--- src/rtl/fetch_pkg.sv ---
// Shared definitions for the instruction fetch front end: parameter defaults,
// the queue entry layout and a small address helper.
package fetch_pkg;

  localparam logic [31:0] DEF_RESET_PC        = 32'hbfc00000;
  localparam int          DEF_QUEUE_DEPTH     = 4;
  localparam int          DEF_MAX_OUTSTANDING = 2;

  typedef struct packed {
    logic [31:0] pc;
    logic [31:0] instr;
    logic        adel;
  } fetchEntry_t;

  function automatic logic isMisaligned(input logic [31:0] pc);
    return pc[1:0] != 2'b00;
  endfunction

endpackage

--- src/rtl/sync_fifo.sv ---
// Generic synchronous FIFO with flush and a registered head word.
// The head reads as zero whenever the FIFO is empty.
module sync_fifo #(
  parameter int WIDTH = 8,
  parameter int DEPTH = 4
) (
  input  logic                       clk,
  input  logic                       resetn,
  input  logic                       push,
  input  logic                       pop,
  input  logic                       flush,
  input  logic [WIDTH-1:0]           pushData,
  output logic [$clog2(DEPTH+1)-1:0] count,
  output logic [WIDTH-1:0]           head
);
  localparam int AW = $clog2(DEPTH);
  localparam int CW = $clog2(DEPTH + 1);

  logic [WIDTH-1:0] mem [DEPTH];
  logic [AW-1:0]    rdPtr, wrPtr, rdNext, wrNext, wrAddr;
  logic [CW-1:0]    countReg, countNext, remain;
  logic [WIDTH-1:0] headReg, headNext;
  logic             doPush, doPop;

  // A flush may coincide with a push: the pushed word becomes the only entry.
  always_comb begin
    doPush    = push & (flush | (countReg != CW'(DEPTH)));
    doPop     = pop & ~flush & (countReg != '0);
    remain    = countReg - CW'(doPop);
    wrAddr    = flush ? '0 : wrPtr;
    rdNext    = flush ? '0 : rdPtr + AW'(doPop);
    wrNext    = wrAddr + AW'(doPush);
    countNext = (flush ? '0 : remain) + CW'(doPush);
    if (countNext == '0) begin
      headNext = '0;
    end else if (flush || remain == '0) begin
      headNext = pushData;
    end else begin
      headNext = mem[rdNext];
    end
  end

  always_ff @(posedge clk) begin
    if (!resetn) begin
      rdPtr    <= '0;
      wrPtr    <= '0;
      countReg <= '0;
      headReg  <= '0;
    end else begin
      rdPtr    <= rdNext;
      wrPtr    <= wrNext;
      countReg <= countNext;
      headReg  <= headNext;
    end
  end

  always_ff @(posedge clk) begin
    if (resetn && doPush) begin
      mem[wrAddr] <= pushData;
    end
  end

  assign count = countReg;
  assign head  = headReg;

endmodule

--- src/rtl/inst_fetch_queue.sv ---
// Fetch front end: sequential PC generation, credit-limited request issue,
// in-order response tracking with stale-response discard, and the decode queue.
module inst_fetch_queue
  import fetch_pkg::*;
#(
  parameter logic [31:0] RESET_PC        = DEF_RESET_PC,
  parameter int          QUEUE_DEPTH     = DEF_QUEUE_DEPTH,
  parameter int          MAX_OUTSTANDING = DEF_MAX_OUTSTANDING
) (
  input  logic        clk,
  input  logic        resetn,
  output logic        inst_req,
  output logic [31:0] inst_addr,
  input  logic        inst_addr_ok,
  input  logic        inst_data_ok,
  input  logic [31:0] inst_rdata,
  input  logic        redirect,
  input  logic [31:0] redirect_pc,
  input  logic        readyD,
  output logic        validD,
  output logic [31:0] instrD,
  output logic [31:0] pcD,
  output logic        adelD
);
  localparam int OW = $clog2(MAX_OUTSTANDING + 1);
  localparam int CW = $clog2(QUEUE_DEPTH + 1);
  localparam int EW = $bits(fetchEntry_t);

  logic [31:0]   fetchPc, respPc;
  logic [OW-1:0] outstanding, discard, outsAfterResp;
  logic          halted;
  logic [CW-1:0] fifoCount;
  logic          fifoPush, fifoPop;
  logic [EW-1:0] headBits;
  fetchEntry_t   pushEntry, headEntry;
  logic          accept, keepResp, misaligned;

  assign misaligned    = isMisaligned(redirect_pc);
  assign accept        = inst_req & inst_addr_ok;
  assign keepResp      = inst_data_ok & (discard == '0);
  assign outsAfterResp = outstanding - OW'(inst_data_ok);

  // Every in-flight request already owns a queue slot, so the FIFO cannot overflow.
  assign inst_req  = resetn & ~redirect & ~halted
                   & (32'(outstanding) < MAX_OUTSTANDING)
                   & (32'(outstanding) + 32'(fifoCount) < QUEUE_DEPTH);
  assign inst_addr = fetchPc;

  always_ff @(posedge clk) begin
    if (!resetn) begin
      fetchPc     <= RESET_PC;
      respPc      <= RESET_PC;
      outstanding <= '0;
      discard     <= '0;
      halted      <= 1'b0;
    end else if (redirect) begin
      fetchPc     <= redirect_pc;
      respPc      <= redirect_pc;
      outstanding <= outsAfterResp;
      discard     <= outsAfterResp;
      halted      <= misaligned;
    end else begin
      if (accept) begin
        fetchPc <= fetchPc + 32'd4;
      end
      if (keepResp) begin
        respPc <= respPc + 32'd4;
      end
      outstanding <= outsAfterResp + OW'(accept);
      if (inst_data_ok && discard != '0) begin
        discard <= discard - OW'(1);
      end
    end
  end

  always_comb begin
    pushEntry = '0;
    if (redirect) begin
      pushEntry.pc   = redirect_pc;
      pushEntry.adel = 1'b1;
    end else begin
      pushEntry.pc    = respPc;
      pushEntry.instr = inst_rdata;
    end
  end

  assign fifoPush = resetn & (redirect ? misaligned : keepResp);
  assign fifoPop  = validD & readyD & ~redirect;

  sync_fifo #(
    .WIDTH(EW),
    .DEPTH(QUEUE_DEPTH)
  ) u_queue (
    .clk     (clk),
    .resetn  (resetn),
    .push    (fifoPush),
    .pop     (fifoPop),
    .flush   (redirect),
    .pushData(pushEntry),
    .count   (fifoCount),
    .head    (headBits)
  );

  assign headEntry = fetchEntry_t'(headBits);
  assign validD    = fifoCount != '0;
  assign instrD    = headEntry.instr;
  assign pcD       = headEntry.pc;
  assign adelD     = headEntry.adel;

endmodule

--- config.mk ---
export PLATFORM = sky130hd
export DESIGN_NAME = inst_fetch_queue
export DESIGN_NICKNAME = d
export VERILOG_FILES = /design/src/rtl/fetch_pkg.sv /design/src/rtl/sync_fifo.sv /design/src/rtl/inst_fetch_queue.sv
export SDC_FILE = /design/constraint.sdc
export NUM_CORES = 1
export LEC_CHECK = 0
export ABC_AREA = 1
export BUFFER_PORTS_ARGS = -buffer_cell sky130_fd_sc_hd__buf_2
export CORE_ASPECT_RATIO = 0.75
export CORE_UTILIZATION = 35
export DETAILED_ROUTE_END_ITERATION = 8
export PLACE_DENSITY = 0.61
export SYNTH_ARGS = -nofsm -noshare
export SYNTH_HDL_FRONTEND = slang
export SYNTH_SLANG_ARGS = --single-unit
--- constraint.sdc ---
create_clock -name clk -period 7.78 [get_ports clk]
set_input_delay 0.389 -clock clk [delete_from_list [all_inputs] [get_ports clk]]
set_output_delay 0.389 -clock clk [all_outputs]
set_load 0.005 [all_outputs]
== After elaboration in Yosys (flattened, before gate mapping) ==
Memories as Yosys holds them, arrays and structs flattened.
Cells that the tools add are included.

* Bits in registers: 141
* Latch bits: 0
* Bits in writable memories: 260
* Memory bits (read-only): 0
* Output and inout port bits: 99
* Memories: 1

{| class="wikitable"
|+ Memories
! memory !! depth !! width !! rd ports !! clocked after memory_dff !! wr ports !! RTL line !! RTL
|-
| u_queue.mem || 4 || 65 || 1 || 0 || 1 || sync_fifo.sv:19 || <nowiki>logic [WIDTH-1:0] mem [DEPTH];</nowiki>
|}

* Add/sub/neg operators: 10
* Multipliers: 0
* Divide/modulo/power cells: 0
* Magnitude comparators: 2
* Equal/unequal tests: 1
* Shift operators: 0
* Multiplexer cells: 17
* Bitwise logic cells: 16
* Reductions and logical operators: 13

{| class="wikitable"
|+ Operator list
! kind !! count
|-
| $mux 32 || 6
|-
| $mux 65 || 1
|-
| $add 32x3->32 const B || 2
|-
| $and 1x1->1 || 12
|-
| $mux 2 || 5
|-
| $reduce_bool 2->1 || 5
|-
| $add 2x1->2 || 3
|-
| $logic_not 3->1 || 2
|-
| $add 2x3->4 || 1
|-
| $lt 4x3->1 const B || 1
|-
| $mux 1 || 4
|-
| $add 3x1->3 || 1
|-
| $mux 3 || 1
|-
| $ne 3x3->1 const B || 1
|-
| $not 1->1 || 3
|-
| $reduce_bool 3->1 || 1
|-
| $sub 3x1->3 || 1
|-
| $logic_and 1x1->1 || 2
|-
| $logic_not 2->1 || 1
|-
| $lt 2x2->1 const B || 1
|-
| $reduce_or 2->1 || 1
|-
| $sub 2x1->2 || 1
|-
| $sub 2x1->2 const B || 1
|-
| $logic_or 1x1->1 || 1
|-
| $or 1x1->1 || 1
|}

== Longest topological paths before layout ==
Gate-level depths: netlist of the first run.

* Depth in word-level cells: 10
* Mapped depth: 18
* Gate-level depth less buffers: 16

== Hierarchy ==
Synthesis of the first run repeated with hierarchy kept, for this count alone.

* Cells, all modules: 2148
* Area total of the unflattened synthesis: 18531.5 µm²

{| class="wikitable"
|+ Modules (own cells, without submodules)
! module !! times used !! cells an instance !! area an instance (µm²)
|-
| sync_fifo || 1 || 1253 || 13447.9
|-
| inst_fetch_queue || 1 || 895 || 5083.6
|}

== Worst setup path before layout of the first run ==
Ideal clock, no wire load.

* Kind: register to register
* From: register discard[0]
* To: memory u_queue.mem[1][0] in the netlist's numbering (enable)
* Arrival time: 7.338 ns
* Data required time: 7.132 ns
* Slack: -0.206 ns
* Cell stages (with the launch flop): 11
* Path buffers: 0
* Cell sequence: dfxtp_1 > inv_1 > ha_1 > nand2_1 > inv_1 > nor2_1 > inv_1 > o21ai_0 > nor2_1 > inv_1 > nor4_1

* Word-level cells in the longest chain between the ends: 8

{| class="wikitable"
|+ RTL lines
! item !! RTL line !! RTL
|-
| start: declaration || inst_fetch_queue.sv:30 || <nowiki>logic [OW-1:0] outstanding, discard, outsAfterResp;</nowiki>
|-
| start signal: assignment || inst_fetch_queue.sv:60 || <nowiki>discard <= outsAfterResp;</nowiki>
|-
| start signal: assignment || inst_fetch_queue.sv:71 || <nowiki>discard <= discard - OW'(1);</nowiki>
|-
| $logic_not 2->1 || inst_fetch_queue.sv:40 || <nowiki>assign keepResp = inst_data_ok & (discard == '0);</nowiki>
|-
| $and 1x1->1 || inst_fetch_queue.sv:40 ||
|-
| $mux 1 || inst_fetch_queue.sv:87 || <nowiki>assign fifoPush = resetn & (redirect ? misaligned : keepResp);</nowiki>
|-
| $and 1x1->1 || inst_fetch_queue.sv:87 ||
|-
| $and 1x1->1 || sync_fifo.sv:27 || <nowiki>doPush = push & (flush | (countReg != CW'(DEPTH)));</nowiki>
|-
| $logic_and 1x1->1 || sync_fifo.sv:58 || <nowiki>if (resetn && doPush) begin</nowiki>
|-
| $mux 1 || sync_fifo.sv:58 ||
|-
| $mux 1 (implied by the code) || sync_fifo.sv:59 || <nowiki>mem[wrAddr] <= pushData;</nowiki>
|-
| end: declaration || sync_fifo.sv:19 ||
|}

No other way between the ends.

== Worst setup path in the final report of the first run ==
* From: input redirect
* To: register u_queue.headReg[58] (netlist: u_queue.head[58])

* Word-level cells in the longest chain between the ends: 9

{| class="wikitable"
|+ RTL lines
! item !! RTL line !! RTL
|-
| start: declaration || inst_fetch_queue.sv:17 || <nowiki>input logic redirect,</nowiki>
|-
| $not 1->1 || sync_fifo.sv:28, inst_fetch_queue.sv:88 ||
|-
| $and 1x1->1 || inst_fetch_queue.sv:88 || <nowiki>assign fifoPop = validD & readyD & ~redirect;</nowiki>
|-
| $and 1x1->1 (2 in series) || sync_fifo.sv:28 || <nowiki>doPop = pop & ~flush & (countReg != '0);</nowiki>
|-
| $sub 3x1->3 || sync_fifo.sv:29 || <nowiki>remain = countReg - CW'(doPop);</nowiki>
|-
| $mux 3 || sync_fifo.sv:33 || <nowiki>countNext = (flush ? '0 : remain) + CW'(doPush);</nowiki>
|-
| $add 3x1->3 || sync_fifo.sv:33 ||
|-
| $logic_not 3->1 || sync_fifo.sv:34 || <nowiki>if (countNext == '0) begin</nowiki>
|-
| $reduce_or 2->1 (no source line) || -- ||
|-
| end signal: assignment || sync_fifo.sv:53 || <nowiki>headReg <= headNext;</nowiki>
|-
| end: declaration || sync_fifo.sv:22 || <nowiki>logic [WIDTH-1:0] headReg, headNext;</nowiki>
|}

Parallel ways exist; a longest one is shown, timed or not.
A chain may end at the register's enable or synchronous reset.

==> metrics.cfg, run 1 <==
[critical_path]
r2r_end = u_queue.head[40]$_SDFF_PP0_
worstReg2RegStart = discard[0]$_SDFFE_PN0P_
required_ns = 8.23
endpoint_kind = flop
reg2reg_depth = 18
worstSetupPathType = in2reg
setup.worst_path.start_class = input port
path_max_fanout = 66
worst_ep_arrival_time_ns = 4.16
r2r_slack_ns = 4.29

[routing]
wl_per_cell_um = 16.8
drt-total-wl_mm = 50.4
route.detailed.drc = 0
viasPerCell = 4.90
ant_nets = 0
first_pass_iters = 8
via_count = 14700
drt_iter0_markers = 1267

[floorplan]
core_um2 = 51500
rows = 72
io_pins = 169
die_area_um2 = 53100
die_width_um = 266
die_y_um = 200
start_util = 0.354

[synth]
yosysWarnings = 0
yosys.area.top_type = edfxtp_1
syn-num-nets = 2220
synthCells = 2140
synth_edf_count = 260
yosys-top-cells-count = nand2_1 (725), edfxtp_1 (260), nand3_1 (255), inv_1 (208), nor2_1 (160)
ys_top_cells_by_area = edfxtp_1 (43%), dfxtp_1 (15%), nand2_1 (15%), nand3_1 (7.0%), inv_1 (4.3%)
yosys.area.top_type_share = 0.428
yosysSeqAreaShare = 0.582
synth.avg_cell_area_um2 = 8.53
async_reset_ff_frac = 0
ys_types = 37
yosysMostFrequentCell = nand2_1
synth_top_flop_cell = edfxtp_1
synth_seq_cells = 401
synth_area_um2 = 18300

[hold_path]
worstHoldStart = redirect_pc[1]
holdCritPathClass = in2reg
whs_endpoint = inst_addr[1]$_SDFFE_PN0P_
min_path_cells = 3

[cts]
cts_made_buffers = 43
clk_pin_slew_ns = 0.06
ctsHtreeMaxLevel = 2
clk_latency_ns = 0.57
cts_root_buf = clkbuf_16
cts_tree = yes
cts_buffer_depth = 3
clock-sinks = 401
ctsResizeCount = 0
holdBufCountCts = 0
post_cts_buffers = 0

[pwr]
vdd_drop_max_uv = 148
p_leak_nw = 9.15
finalPower_w = 0.00505
power.density_nw_per_um2 = 239

[sta]
fin_crit_ns = 3.71
holdWs_ns = 0.0568
rsz0062_at_grt = no
fmax_mhz = 270
skew_ns = 0.0247
setup_viol = 0
relSlewSlack = 0.263
drv_slew = 0
worst_slew_pin_slew_ns = 1.11
min_period_over_period = 0.476
tns_ns = 0
hold_viol_final = 0

[grt]
antenna_found_initial = 1
grt_overflow = 0
grt_pass1_wl_mm = 77.7
track_usage = 0.187
grt_max_degree = 97
grt_pass1_vias = 13800

[cells_and_area]
fin_nets = 2342
fin_area_um2 = 21100
nFillCells = 5126
diodes = 0
area_delta_synth_final_pct = 15.6
drive_gt1_frac = 0.124

[placement]
routabilityCongestion = 0.892
dp_hpwl_mm = 30.4
port_buffers = 168
placed_cell_area_um2 = 19600

[status]
status = finished clean

[flow_run]
max_cap_viol_count = 0

## worst max-delay path: stages
cell and delay [ns]:
buf_4 0.42, buf_4 0.65, nor2_4 0.11, nand3_1 0.15, inv_1 0.05, ha_1 0.19, or2_1 0.22, nand2_1 0.06
nand4_1 0.11, nand2_2 0.51, buf_4 0.46, inv_2 0.06, buf_4 0.35, nor2_1 0.18, nor2_1 0.06, nand2_1 0.08
inv_1 0.04
## logic make-up after synthesis
| kind of cell | synth area share |
|---|---|
| XOR/XNOR | 0.00624 |
| AND/OR/NAND/NOR | 0.279 |
| AO/OA/AOI/OAI | 0.0510 |
| adder cells (fa/ha/maj) | 0.00685 |
| flip-flops | 0.582 |
| buffers and inverters | 0.0742 |
## power by group
part | total (W) | leakage (nW) | internal, W | switching [W]
clock network | 0.00214 | 0.740 | 0.00128 | 0.000855
registers | 0.00243 | 3.55 | 0.00236 | 0.0000608
logic | 0.000483 | 4.86 | 0.000149 | 0.000334
total | 0.00505 | 9.15 | 0.00380 | 0.00125
## per-layer routing
| layer | vias to the layer above | track usage | routed length [µm] |
|---|---|---|---|
| li1 | 7233 | - | - |
| met1 | 6932 | 0.257 | 23200 |
| met2 | 451 | 0.304 | 22900 |
| met3 | 82 | 0.0294 | 3020 |
| met4 | 2 | 0.0607 | 1280 |
| met5 | - | 0 | 13 |
## worst max-delay path by stage
stage          cells past startpoint                           to     start
2_1_floorplan                      5  u_queue.mem[0][0]$_DFFE_PP_  redirect
3_3_place_gp                      17  u_queue.head[43]$_SDFF_PP0_  redirect
3_5_place_dp                      17  u_queue.head[52]$_SDFF_PP0_  redirect
4_1_cts                           17  u_queue.head[62]$_SDFF_PP0_  redirect
5_1_grt                           17  u_queue.head[62]$_SDFF_PP0_  redirect
6_report                          17  u_queue.head[58]$_SDFF_PP0_  redirect
## placed cells by master (no fill, tap or decap), types with 20 or more instances in the layout
cell / n
dfxtp_1: 141
nand3b_1: 20
buf_2: 167
nand3_1: 255
edfxtp_1: 260
nand4_1: 21
o21ai_0: 57
inv_1: 207
nor2_1: 160
clkbuf_16: 45
a21oi_1: 93
nand2_1: 724
## flip-flops by register name, summed over array words and instances (netlist names)
signal and cells:
inst_addr 32, u_queue.mem 260, outstanding 2, u_queue.wrPtr 2, u_queue.rdPtr 2, discard 2
u_queue.count 3, u_queue.head 65, halted 1, respPc 32
## per-stage QoR
stage          setup WS [ns]  instances   util
3_5_place_dp            3.51       2920  0.381
2_1_floorplan           1.58       2140      -
6_report                4.07       2999  0.410
5_1_grt                 3.76       2999  0.410
4_1_cts                 4.12       2999  0.410
3_3_place_gp            3.61       2920  0.381
## area by class of cell
type / count / area, µm² / share of cell area
Sequential cell: 401 / 10600 / 0.504
Multi-Input combinational cell: 1416 / 6320 / 0.300
Clock buffer: 53 / 1230 / 0.0581
Timing Repair Buffer: 186 / 978 / 0.0464
Tap cell: 703 / 880 / 0.0417
Inverter: 214 / 803 / 0.0381
Clock inverter: 26 / 262 / 0.0124
No activity file was read; power rests on OpenSTA's default activity.
==> run 2: changes to the inputs <==
--- a/config.mk
+++ b/config.mk
@@ -10,7 +10,7 @@
 export CORE_ASPECT_RATIO = 0.75
 export CORE_UTILIZATION = 35
 export DETAILED_ROUTE_END_ITERATION = 8
-export PLACE_DENSITY = 0.61
+export PLACE_DENSITY = 0.59
 export SYNTH_ARGS = -nofsm -noshare
 export SYNTH_HDL_FRONTEND = slang
 export SYNTH_SLANG_ARGS = --single-unit
==> constraint.sdc (replaced) <==
create_clock -name clk -period 3.8 [get_ports clk]
set_input_delay 0.19 -clock clk [delete_from_list [all_inputs] [get_ports clk]]
set_output_delay 0.19 -clock clk [all_outputs]
set_load 0.005 [all_outputs]
==> run 2 against run 1 <==
  * Setup slack lost 3.4 ns
  * Combinational power grew 120%
  * Non-clock buffer count grew 57
  * Cell area grew 2.8%
  * Sequential power grew 100%
  * Global-route usage grew 0.72 points
  * Clock power grew 100%
  * Utilization grew 1.2 points
  * First-iteration DRC count grew 20%
  * Die area is the same
  * Clock skew grew 0.014 ns
  * Critical path type is now reg2reg
  * Largest cell class unchanged
==> metrics.cfg, run 2 (same netlist as run 1, synthesis figures left out) <==
[cts]
cts_tree = yes
cts_made_buffers = 42  ; -2.3%
ctsResizeCount = 0  ; unchanged
cts_buffer_depth = 3  ; unchanged
clk_latency_ns = 0.58  ; about the same
clock-sinks = 401  ; unchanged
cts_root_buf = clkbuf_16
clk_pin_slew_ns = 0.06  ; about the same
ctsHtreeMaxLevel = 2  ; unchanged

[pwr]
p_leak_nw = 9.39  ; +2.7%
combPwrFrac = 0.103  ; +0.007
vdd_drop_max_uv = 265  ; +79%
switching_share = 0.257  ; +0.00951
pwr-share-seq = 0.481  ; about the same
finalPower_w = 0.0103  ; +100%
power.density_nw_per_um2 = 475  ; +98%
p_int_w = 0.00765  ; +100%
power.switching_w = 0.00265  ; +110%
power.share.clock = 0.416  ; -0.008

[routing]
viasPerCell = 4.91  ; +0.18%
route.detailed.drc = 0  ; unchanged
via_count = 15000  ; +2.1%
drt-total-wl_mm = 52.3  ; +3.7%
first_pass_iters = 7  ; -1
ant_nets = 0  ; unchanged
wl_per_cell_um = 17.1  ; +1.8%
drt_iter0_markers = 1515  ; +20%

[critical_path]
path_max_fanout = 65  ; -1.5%
startpoint = discard[0]$_SDFFE_PN0P_
reg2reg_depth = 18  ; unchanged
required_ns = 4.26  ; -3.97 ns
r2r_slack_ns = 0.64  ; -3.65 ns
crit_top_cell = inv_1
worstSetupPathType = reg2reg
r2r_end = u_queue.head[34]$_SDFF_PP0_
path_cells = inv_1 -> ha_1 -> nand2_1 -> inv_1 -> nor2_1 -> buf_4 -> inv_1 -> o21ai_0 -> nor2_1 -> ha_1 -> ha_1 -> xor2_1 -> nand2_1 -> nand2_2 -> buf_12 -> a21oi_1 -> nand2_1 -> inv_1
setup.worst_path.start_class = flop
critical_path.max_stage_delay_ns = 0.34  ; -0.31 ns
endpoint_kind = flop
cp_slowest_cell = buf_12
worstReg2RegStart = discard[0]$_SDFFE_PN0P_
worst_ep_arrival_time_ns = 3.62  ; -0.54 ns

[status]
status = finished clean

[placement]
place_ws_ns = 0.670  ; -2.84 ns
port_buffers = 168  ; unchanged
dpl.cell_count = 2933  ; +0.45%
routabilityCongestion = 0.929  ; +4.1%
dp_hpwl_mm = 31.6  ; +4.0%

[hold_path]
whs_endpoint = u_queue.head[12]$_SDFF_PP0_
min_path_cells = 5  ; +2
holdCritPathClass = in2reg
worstHoldStart = inst_rdata[11]

[sta]
drv_slew = 0  ; unchanged
hold_viol_final = 0  ; unchanged
fmax_mhz = 316
min_period_over_period = 0.832
skew_ns = 0.0389  ; +0.0143 ns
fin_crit_ns = 3.16
setup_viol = 0  ; unchanged
worst_slew_pin_slew_ns = 0.945  ; -0.161 ns
worst_slack_ns = 0.638  ; -3.44 ns
relSlewSlack = 0.363  ; +0.101
tns_ns = 0  ; unchanged
rsz0062_at_grt = no

[floorplan]
die_area_um2 = 53100  ; unchanged
start_util = 0.354  ; unchanged
rows = 72  ; unchanged
core_um2 = 51500  ; unchanged
die_width_um = 266  ; unchanged
io_pins = 169  ; unchanged
die_y_um = 200  ; unchanged

[cells_and_area]
drive_gt1_frac = 0.126  ; +0.00216
nFillCells = 5117  ; -0.18%
final_cells = 3055  ; +1.9%
fin_nets = 2398  ; +2.4%
diodes = 0  ; unchanged
largest_reg_flops = 260  ; unchanged
final_cell_mix = nand2_1 (724), edfxtp_1 (260), nand3_1 (255)
largest_register = u_queue.mem
area_delta_synth_final_pct = 18.9
final_common_cell = nand2_1

[grt]
grt_max_degree = 99  ; +2.1%
track_usage = 0.195  ; +0.00721
grt_overflow = 0  ; unchanged
antenna_found_initial = 0  ; -1
grt_pass1_wl_mm = 80.6  ; +3.7%
grt_pass1_vias = 14000  ; +2.0%

[flow_run]
max_cap_viol_count = 0  ; unchanged

-- run 2: changes by cell type in the layout (fill, tap and decap cells not counted), sizes merged --
cell | before | now
dlygate4sd3 | 0 | 44
buf | 186 | 199
clkinvlp | 2 | 5
clkbuf | 53 | 51
bufinv | 5 | 4
clkinv | 21 | 20
-- run 2: stage by stage --
step / cell area (µm²) / hold slack (ns) / util
floorplan: 18300 / 0.289 / -
global placement: 19800 / 0.465 / 0.385
detailed placement: 19800 / 0.472 / 0.385
CTS: 21700 / 0.000684 / 0.421
global route: 21700 / 0.0221 / 0.421
finish: 21700 / 0.0214 / 0.421
-- run 2: cell type report --
class	count	area, µm²	share of cell area
flip-flops and latches	401	10600	0.490
multi-input cells	1416	6340	0.292
repair buffers	243	1600	0.0739
clock buffers	51	1160	0.0533
well taps	703	880	0.0405
inverters	214	803	0.0370
clock inverters	27	282	0.0130
-- run 2: routing by layer --
metal | share of wire | up-vias | GRT usage
li1 | - | 7342 | -
met1 | 0.46 | 7089 | 0.274
met2 | 0.46 | 505 | 0.311
met3 | 0.063 | 66 | 0.0313
met4 | 0.018 | 0 | 0.0539
met5 | 0 | - | 0
-- run 2: timing repair --
item,in CTS,in global routing
setup endpoints to repair,0,0
buffers inserted,0,0
endpoints found under the hold margin,120,0
hold buffers,44,0
-- run 2: worst max-delay path by stage --
stage	to	slack, ns	cells after the start
finish	u_queue.head[34]$_SDFF_PP0_	0.64	18
global route	u_queue.head[34]$_SDFF_PP0_	0.36	18
CTS	u_queue.head[34]$_SDFF_PP0_	0.66	18
detailed placement	u_queue.head[34]$_SDFF_PP0_	0.67	18
global placement	u_queue.head[34]$_SDFF_PP0_	0.69	18
floorplan	u_queue.mem[0][0]$_DFFE_PP_	-0.42	10
-- run 2: power by group through the flow --
stage / combinational [W] / sequential (W) / clock [W]
floorplan: 0.000649 / 0.00502 / 0
global placement: 0.00102 / 0.00504 / 0
detailed placement: 0.00103 / 0.00504 / 0
CTS: 0.00107 / 0.00495 / 0.00439
global route: 0.00120 / 0.00497 / 0.00454
finish: 0.00106 / 0.00495 / 0.00428
-- run 2: worst max-delay path: cells and delay by family, from the launching register on --
kind | cells | cell delay, ns
adder cells (fa/ha/maj) | 3 | 0.62
XOR/XNOR | 1 | 0.19
AO/OA/AOI/OAI | 2 | 0.20
AND/OR/NAND/NOR | 6 | 0.72
flip-flops | 1 | 0.33
buffers and inverters | 6 | 0.96
